## src/rtl/tl_c_channel_arbiter.sv

```systemverilog
// TileLink C-channel arbiter: probe unit vs writeback unit, burst-locked grant, one Release in flight.
// Optional TL_C_ARB_RR_EN: round-robin between eligible requesters in IDLE (default: probe-first).
module tl_c_channel_arbiter #(
  parameter int unsigned ADDR_W      = 32,
  parameter int unsigned SOURCE_W    = 4,
  parameter int unsigned SIZE_W      = 4,
  parameter int unsigned DATA_W      = 128,
  parameter int unsigned BLOCK_BYTES = 64
) (
  input  logic                clock,
  input  logic                reset,
  input  logic                prb_valid,
  output logic                prb_ready,
  input  logic [2:0]          prb_opcode,
  input  logic [2:0]          prb_param,
  input  logic [SIZE_W-1:0]   prb_size,
  input  logic [SOURCE_W-1:0] prb_source,
  input  logic [ADDR_W-1:0]   prb_address,
  input  logic [DATA_W-1:0]   prb_data,
  input  logic                wb_valid,
  output logic                wb_ready,
  input  logic [2:0]          wb_opcode,
  input  logic [2:0]          wb_param,
  input  logic [SIZE_W-1:0]   wb_size,
  input  logic [SOURCE_W-1:0] wb_source,
  input  logic [ADDR_W-1:0]   wb_address,
  input  logic [DATA_W-1:0]   wb_data,
  output logic                c_valid,
  input  logic                c_ready,
  output logic [2:0]          c_opcode,
  output logic [2:0]          c_param,
  output logic [SIZE_W-1:0]   c_size,
  output logic [SOURCE_W-1:0] c_source,
  output logic [ADDR_W-1:0]   c_address,
  output logic [DATA_W-1:0]   c_data,
  output logic                c_corrupt,
  input  logic                d_valid,
  input  logic                d_ready,
  input  logic [2:0]          d_opcode,
  output logic                release_busy
);

  localparam int unsigned BEAT_BYTES = DATA_W / 8;
  localparam int unsigned MAX_BEATS  = BLOCK_BYTES / BEAT_BYTES;
  localparam int unsigned LG_BEAT    = $clog2(BEAT_BYTES);
  localparam int unsigned LG_MAX     = $clog2(MAX_BEATS);
  localparam int unsigned CNT_W      = (MAX_BEATS > 1) ? $clog2(MAX_BEATS) : 1;

  typedef enum logic [1:0] {IDLE, BURST_PRB, BURST_WB} state_t;

  state_t             state, state_nxt;
  logic [CNT_W-1:0]   cnt, cnt_nxt;
  logic               rel_pend, rel_pend_nxt;
  logic               sel_prb, sel_wb;
  logic               wb_elig, fire, rel_set, d_ack;
  logic [CNT_W-1:0]   cur_m1;
`ifdef TL_C_ARB_RR_EN
  logic               rr_wb, rr_wb_nxt, last;
`endif

  // Beats remaining after the first: 0 for dataless or sub-beat messages, clamped to a block.
  function automatic logic [CNT_W-1:0] beats_m1(input logic [2:0] op, input logic [SIZE_W-1:0] sz);
    if (!op[0] || 32'(sz) <= LG_BEAT) return '0;
    if (32'(sz) - LG_BEAT >= LG_MAX) return CNT_W'(MAX_BEATS - 1);
    return CNT_W'((32'd1 << (32'(sz) - LG_BEAT)) - 32'd1);
  endfunction

  always_ff @(posedge clock) begin
    if (reset) begin
      state    <= IDLE;
      cnt      <= '0;
      rel_pend <= 1'b0;
`ifdef TL_C_ARB_RR_EN
      rr_wb    <= 1'b0;
`endif
    end else begin
      state    <= state_nxt;
      cnt      <= cnt_nxt;
      rel_pend <= rel_pend_nxt;
`ifdef TL_C_ARB_RR_EN
      rr_wb    <= rr_wb_nxt;
`endif
    end
  end

  assign wb_elig = wb_valid && !rel_pend;

  // Grant select: combinational pick in IDLE, locked owner during a burst, nothing in reset.
  always_comb begin
    sel_prb = 1'b0;
    sel_wb  = 1'b0;
    case (state)
      IDLE: begin
`ifdef TL_C_ARB_RR_EN
        if (prb_valid && wb_elig) begin
          sel_wb  = rr_wb;
          sel_prb = !rr_wb;
        end else begin
          sel_prb = prb_valid;
          sel_wb  = wb_elig;
        end
`else
        sel_prb = prb_valid;
        sel_wb  = !prb_valid && wb_elig;
`endif
      end
      BURST_PRB: sel_prb = 1'b1;
      BURST_WB:  sel_wb  = 1'b1;
      default: ;
    endcase
    if (reset) begin
      sel_prb = 1'b0;
      sel_wb  = 1'b0;
    end
  end

  assign c_valid   = (sel_prb && prb_valid) || (sel_wb && wb_valid);
  assign prb_ready = sel_prb && c_ready;
  assign wb_ready  = sel_wb && c_ready;
  assign c_opcode  = sel_wb ? wb_opcode  : prb_opcode;
  assign c_param   = sel_wb ? wb_param   : prb_param;
  assign c_size    = sel_wb ? wb_size    : prb_size;
  assign c_source  = sel_wb ? wb_source  : prb_source;
  assign c_address = sel_wb ? wb_address : prb_address;
  assign c_data    = sel_wb ? wb_data    : prb_data;
  assign c_corrupt = 1'b0;
  assign release_busy = rel_pend;

  assign fire    = c_valid && c_ready;
  assign cur_m1  = beats_m1(c_opcode, c_size);
  assign rel_set = fire && sel_wb && (state == IDLE) && (c_opcode[2:1] == 2'b11);
  assign d_ack   = d_valid && d_ready && (d_opcode == 3'd6);

  always_comb begin
    state_nxt    = state;
    cnt_nxt      = cnt;
    rel_pend_nxt = rel_set ? 1'b1 : (d_ack ? 1'b0 : rel_pend);
    case (state)
      IDLE: begin
        if (fire && cur_m1 != '0) begin
          state_nxt = sel_wb ? BURST_WB : BURST_PRB;
          cnt_nxt   = cur_m1;
        end
      end
      BURST_PRB, BURST_WB: begin
        if (fire) begin
          cnt_nxt = cnt - CNT_W'(1);
          if (cnt == CNT_W'(1)) state_nxt = IDLE;
        end
      end
      default: state_nxt = IDLE;
    endcase
  end

`ifdef TL_C_ARB_RR_EN
  // After a completed message, favour the requester that was not just served.
  assign last = fire && ((state == IDLE) ? (cur_m1 == '0) : (cnt == CNT_W'(1)));
  always_comb begin
    rr_wb_nxt = rr_wb;
    if (last) rr_wb_nxt = sel_prb;
  end
`endif

endmodule

```

## config.mk

```make
export PLATFORM = sky130hd
export DESIGN_NAME = tl_c_channel_arbiter
export DESIGN_NICKNAME = d
export VERILOG_FILES = /design/src/rtl/tl_c_channel_arbiter.sv
export SDC_FILE = /design/constraint.sdc
export NUM_CORES = 1
export LEC_CHECK = 0
export BUFFER_PORTS_ARGS = -buffer_cell sky130_fd_sc_hd__buf_2
export CORE_AREA = 2 2 207 209
export CTS_BUF_LIST = sky130_fd_sc_hd__clkbuf_4 sky130_fd_sc_hd__clkbuf_8
export DETAILED_ROUTE_END_ITERATION = 8
export DIE_AREA = 0 0 209 211
export HOLD_SLACK_MARGIN = 0.06
export SYNTH_ARGS = -nofsm -noshare
export SYNTH_HDL_FRONTEND = slang
export SYNTH_SLANG_ARGS = --single-unit
```

## constraint.sdc

```tcl
create_clock -name clock -period 4.4 [get_ports clock]
set_input_delay 0.88 -clock clock [delete_from_list [all_inputs] [get_ports clock]]
set_output_delay 0.88 -clock clock [all_outputs]
set_load 0.02 [all_outputs]
```

## Word-level counts from Yosys, hierarchy flattened

Index checks and enable logic that the tools add are counted.

- Add/subtract/negate cells: 3
- Order comparisons: 2
- Equality and inequality tests: 8
- Reductions and logical operators: 25
- Shift operators: 1
- Muxes and demuxes: 27

Operators by type and width:

| operator | count |
|---|---|
| 128-bit two-way mux | 1 |
| 32-bit by 2-bit greater-or-equal comparator with 1-bit output, second input constant | 1 |
| 32-bit two-way mux | 1 |
| 1-bit by 32-bit << shifter with 2-bit output, first input constant | 1 |
| 2-bit two-way mux | 10 |
| 1-bit logical AND | 13 |
| 4-bit two-way mux | 2 |
| 2-bit one-hot mux with 2 select lines | 2 |
| 1-bit two-way mux | 7 |
| 3-bit two-way mux | 2 |
| 3-bit AND reduction | 2 |
| 2-bit nonzero test | 3 |
| 4-bit by 3-bit subtractor with 5-bit output, second input constant | 1 |
| 2-bit by 1-bit equality test with 1-bit output, second input constant | 2 |
| 2-bit equality test, second input constant | 2 |
| 4-bit by 3-bit less-or-equal comparator with 1-bit output, second input constant | 1 |
| 2-bit inequality test, second input constant | 2 |
| 1-bit one-hot mux with 2 select lines | 2 |
| 2-bit by 1-bit subtractor with 2-bit output, second input constant | 2 |
| 3-bit equality test, second input constant | 1 |
| 1-bit logical NOT | 3 |
| 2-bit logical NOT | 1 |
| 1-bit logical OR | 2 |
| 2-bit by 1-bit inequality test with 1-bit output, second input constant | 1 |
| 2-bit OR reduction | 1 |

- Output and inout port bits: 179
- Bits in registers: 5
- Logic and storage cells: 69
- Bits of input ports: 358

## Longest topological paths before layout

- Word-level depth: 16
- Depth in mapped cells: 8
- Mapped depth without buffers: 7

## Worst setup path before layout

Ideal clock, no wire load.

- Path kind: input port to output port
- Start point: input port prb_valid
- End point: output port c_data[100]
- Stages on the path: 5
- Path buffers: 2
- Slack: 1396 ps
- Required time: 3520 ps
- Data arrival time: 2124 ps
- Path through: nand4bb_4 > a21oi_2 > buf_2 > buf_4 > mux2_2

- Cells in the longest elaborated chain, start to end: 5

Ends and longest elaborated chain:

| item | RTL line | RTL |
|---|---|---|
| start: declaration | 12 | `input logic prb_valid,` |
| 1-bit logical NOT | 104 | `sel_wb = !prb_valid && wb_elig;` |
| 1-bit logical AND | 104 |  |
| 1-bit one-hot mux with 2 select lines | 92 | `case (state)` |
| 1-bit two-way mux | 111 | `if (reset) begin` |
| 128-bit two-way mux | 125 | `assign c_data = sel_wb ? wb_data : prb_data;` |
| end: declaration | 35 | `output logic [DATA_W-1:0] c_data,` |

Every way passes these cells.

## Final worst setup path

- Start point: register state[0]
- End point: output port c_data[111]

- Cells in the longest elaborated chain, start to end: 4
- Elaborated cells on any way between the ends: 5
- Those cells by class: eq/ne (1); mux (3); reduce/logical (1)

Ends and longest elaborated chain:

| item | RTL line | RTL |
|---|---|---|
| start: declaration | 51 | `state_t state, state_nxt;` |
| start signal: assignment | 77 | `state <= state_nxt;` |
| 2-bit equality test / 2-bit logical NOT (equally long branches) | 92 |  |
| 1-bit one-hot mux with 2 select lines (*) | 92 |  |
| 1-bit two-way mux (*) | 111 |  |
| 128-bit two-way mux (*) | 125 |  |

Every way passes the cells marked *; elsewhere a longest branch is shown, timed or not.

==> results by group <==
Run status
  – Run status: finished clean

Logic synthesis
  – Cell count after synthesis: 265
  – Mean Syn Cell Area: 10.0 um2
  – Synth top area share: 74.3%
  – Post-Syn Area: 2650 um2
  – Sequential area share after synthesis: 3.77%
  – Number of unique standard cell types used by synthesis: 33
  – Synth Net Count: 627
  – Top cell type by total area after synthesis: sky130_fd_sc_hd__mux2_2
  – Seq cells post-synth: 5
  – Largest cells by area after synthesis: sky130_fd_sc_hd__mux2_2 (74%), sky130_fd_sc_hd__buf_4 (4.5%), sky130_fd_sc_hd__dfxtp_1 (3.8%)
  – Warnings, synthesis: 0

Global routing
  – Met3 Usage GRT: 1.65%
  – All-layer global routing usage: 8.94%
  – Met2 usage: 15.5%
  – Vias in the first global route: 4,295
  – Global routing met1 resource utilization: 11.1%
  – Pin count of the biggest net entering global routing: 94
  – Antenna violations before repair: 19
  – Wire length of the first global-routing pass: 28,600 um
  – GRT Max-Usage Layer: met2
  – GRT overflow: 0

CTS
  – TritonCTS clock tree: done
  – Post-cts gate resize count: 0
  – Clock transition time at the flip-flop clock pins of the worst setup and hold paths: 40 ps
  – Hold buffer count at CTS: 0
  – Maximum clock path buffer count: 2
  – Total setup buffers inserted after CTS: 0
  – Root buf cell: sky130_fd_sc_hd__clkbuf_8
  – Number of buffers inserted during clock tree synthesis: 3
  – Number of H-tree branching levels: 1
  – Sink Count: 5
  – Clk_lat worst skew: 220 ps

Hold path
  – Hold Crit Class: reg2reg

Place
  – Global placer's final weighted congestion: 0.892
  – Number of cells in the design after placement: 1,319
  – Cell area after placement: 5900 um2
  – Buffers on Ports: 535
  – Pre-CTS setup slack: 892 ps
  – Detailed placer's ending HPWL: 20,200 um

Worst setup path
  – Setup crit end kind: output pin
  – CP Class: reg2out
  – Required arrival time at the worst endpoint: 3520 ps
  – Crit-path max FO: 83
  – Critical path startpoint category: flip-flop
  – Data arrival time of the critical path: 2730 ps

Timing
  – Setup Total Neg Slack: 0 ps
  – Setup repair after global routing missed its margin: no
  – Final critical delay including setup and external delays: 3610 ps
  – Worst slew pin tran: 532 ps
  – Post-route fraction of the period consumed by the critical path: 81.9%
  – Setup slack after layout: 794 ps
  – Fmax achieved: 277 MHz
  – Max-Slew Margin vs Limit: 64.5%
  – Worst Hold Margin: 537 ps
  – Count of final setup violators: 0
  – Worst Clk Skew: 3.07 ps
  – Count of endpoints failing hold in the final timing report: 0
  – Pins over their slew limit: 0

Pwr
  – Switching Fraction: 48.1%
  – Cell Int Power: 488 uW
  – P per Cell Area: 158 nW/um2
  – Share of power burned in combinational logic: 85.0%
  – Clock share of power: 9.6%
  – Leakage dissipation: 2.96 nW
  – Flop pwr share: 5.3%
  – Switching power: 451 uW
  – Worst voltage drop across the vdd grid: 0.0567 mV

Die
  – I/O pin count: 537
  – Die Y: 211 um
  – Floorplan die area: 44,100 um2
  – Initial Util: 6.36%
  – Std cell rows: 75
  – Horizontal extent of the die: 209 um
  – Area of the core: 41,800 um2

Cells and area
  – Total area of multi-input combinational cells: 2380 um2
  – Fin cells: 1,329
  – Most frequent standard cell in the layout excluding fill and tap cells: sky130_fd_sc_hd__buf_2
  – Finished layout cell area: 5960 um2
  – Net total in the final layout: 1,147
  – Commonest cells after routing, fill and taps aside: sky130_fd_sc_hd__buf_2 (535), sky130_fd_sc_hd__mux2_2 (175), sky130_fd_sc_hd__inv_1 (7), sky130_fd_sc_hd__o21ai_0 (7)
  – Fraction of layout instances using a drive strength above 1: 92.0%
  – Fill count: 4,770
  – Register cell area after layout: 100 um2
  – Post-synthesis to final-layout area growth: 125%

Drt
  – Number of vias after detailed routing: 4,465
  – Post-detailed-routing wire length: 22,000 um
  – Count of antenna-violating nets left after detailed routing: 0
  – Total DRC errors in the routed layout: 0
  – Routed vias/inst: 3.36
  – Drt pass-1 iters: 5
  – Avg WL per Cell: 16.5 um
  – Drt first-iter violations: 112

Flow run
  – Max-cap violations: 0
stage by stage:
stage | power [mW] | util (%)
final | 0.939 | 14.3
after detailed placement | 0.848 | 14.1
after global placement | 0.839 | 14.1
after CTS | 0.944 | 14.2
after floorplan | 0.520 | -
after global routing | 0.997 | 14.3
Yosys cell counts:
library cell / count
sky130_fd_sc_hd__a21o_1: 1
sky130_fd_sc_hd__o2111ai_1: 1
sky130_fd_sc_hd__nand4bb_4: 1
sky130_fd_sc_hd__a21oi_2: 1
sky130_fd_sc_hd__buf_6: 1
sky130_fd_sc_hd__nand2b_1: 1
sky130_fd_sc_hd__o311ai_0: 2
sky130_fd_sc_hd__o21a_1: 1
sky130_fd_sc_hd__nand3_1: 3
sky130_fd_sc_hd__inv_1: 7
sky130_fd_sc_hd__o21ai_2: 1
sky130_fd_sc_hd__ha_1: 4
sky130_fd_sc_hd__a211oi_1: 3
sky130_fd_sc_hd__nand2_1: 3
sky130_fd_sc_hd__a211o_1: 2
sky130_fd_sc_hd__conb_1: 1
sky130_fd_sc_hd__or4_1: 1
sky130_fd_sc_hd__buf_2: 5
sky130_fd_sc_hd__or4b_1: 1
sky130_fd_sc_hd__nor2_1: 3
sky130_fd_sc_hd__o31ai_1: 2
sky130_fd_sc_hd__o21ai_0: 7
sky130_fd_sc_hd__dfxtp_1: 5
sky130_fd_sc_hd__and2b_1: 1
sky130_fd_sc_hd__nor3_1: 3
sky130_fd_sc_hd__mux2_2: 175
sky130_fd_sc_hd__and2_4: 1
sky130_fd_sc_hd__a221oi_2: 1
sky130_fd_sc_hd__buf_4: 16
sky130_fd_sc_hd__and2_1: 2
sky130_fd_sc_hd__a21oi_1: 5
sky130_fd_sc_hd__a31oi_1: 2
sky130_fd_sc_hd__nand4_1: 2
metal layers:
layer,vias up,share of wire (%)
met3,44,7.8
met1,2038,40
met2,314,49
met4,8,3.1
li1,2061,-
met5,-,0.22
final cells by class:
class / count / share of cell area [%]
Timing Repair Buffer: 537 / 45.6
Inverter: 7 / 0.441
Sequential cell: 5 / 1.68
Antenna cell: 6 / 0.252
Tap cell: 539 / 11.3
Multi-Input combinational cell: 231 / 39.9
Clock buffer: 4 / 0.819
sequential cells by signal, summed over array words and instances, names as in the netlist:
register,flops
state,2
release_busy,1
cnt,2
power by group through the flow:
stage	Clock [mW]	Combinational, mW	Sequential (mW)
finish	0.0902	0.799	0.0502
global route	0.0955	0.851	0.0505
CTS	0.0919	0.802	0.0502
detailed placement	0	0.798	0.0509
global placement	0	0.788	0.0508
floorplan	0	0.470	0.0505
final timing paths:
kind / cells past startpoint / start / to / slack, ps
setup reg to reg: 8 / state[0] / cnt[1] / 1810
setup / recovery: 7 / state[0] / c_data[111] / 790
hold reg to reg: 2 / state[1] / state[1] / 540
hold / removal: 2 / state[1] / state[1] / 540
worst max-delay path, stage by stage (launching register included):
cell	delay, ps
sky130_fd_sc_hd__dfxtp_1	300
sky130_fd_sc_hd__inv_1	110
sky130_fd_sc_hd__ha_1	490
sky130_fd_sc_hd__nand4bb_4	200
sky130_fd_sc_hd__a21oi_4	260
sky130_fd_sc_hd__buf_12	320
sky130_fd_sc_hd__mux2_2	480
sky130_fd_sc_hd__buf_2	190
cell families after synthesis:
kind of cell | after synthesis | share of synthesized area [%]
AOI/OAI and AO/OA | 29 | 7.59
adders and majority gates | 4 | 1.89
buffers and inverters | 29 | 6.88
DFF | 5 | 3.77
muxes | 175 | 74.3
other | 1 | 0.141
and+or+nand+nor | 22 | 5.47
Power figures use the tool's default switching activity.
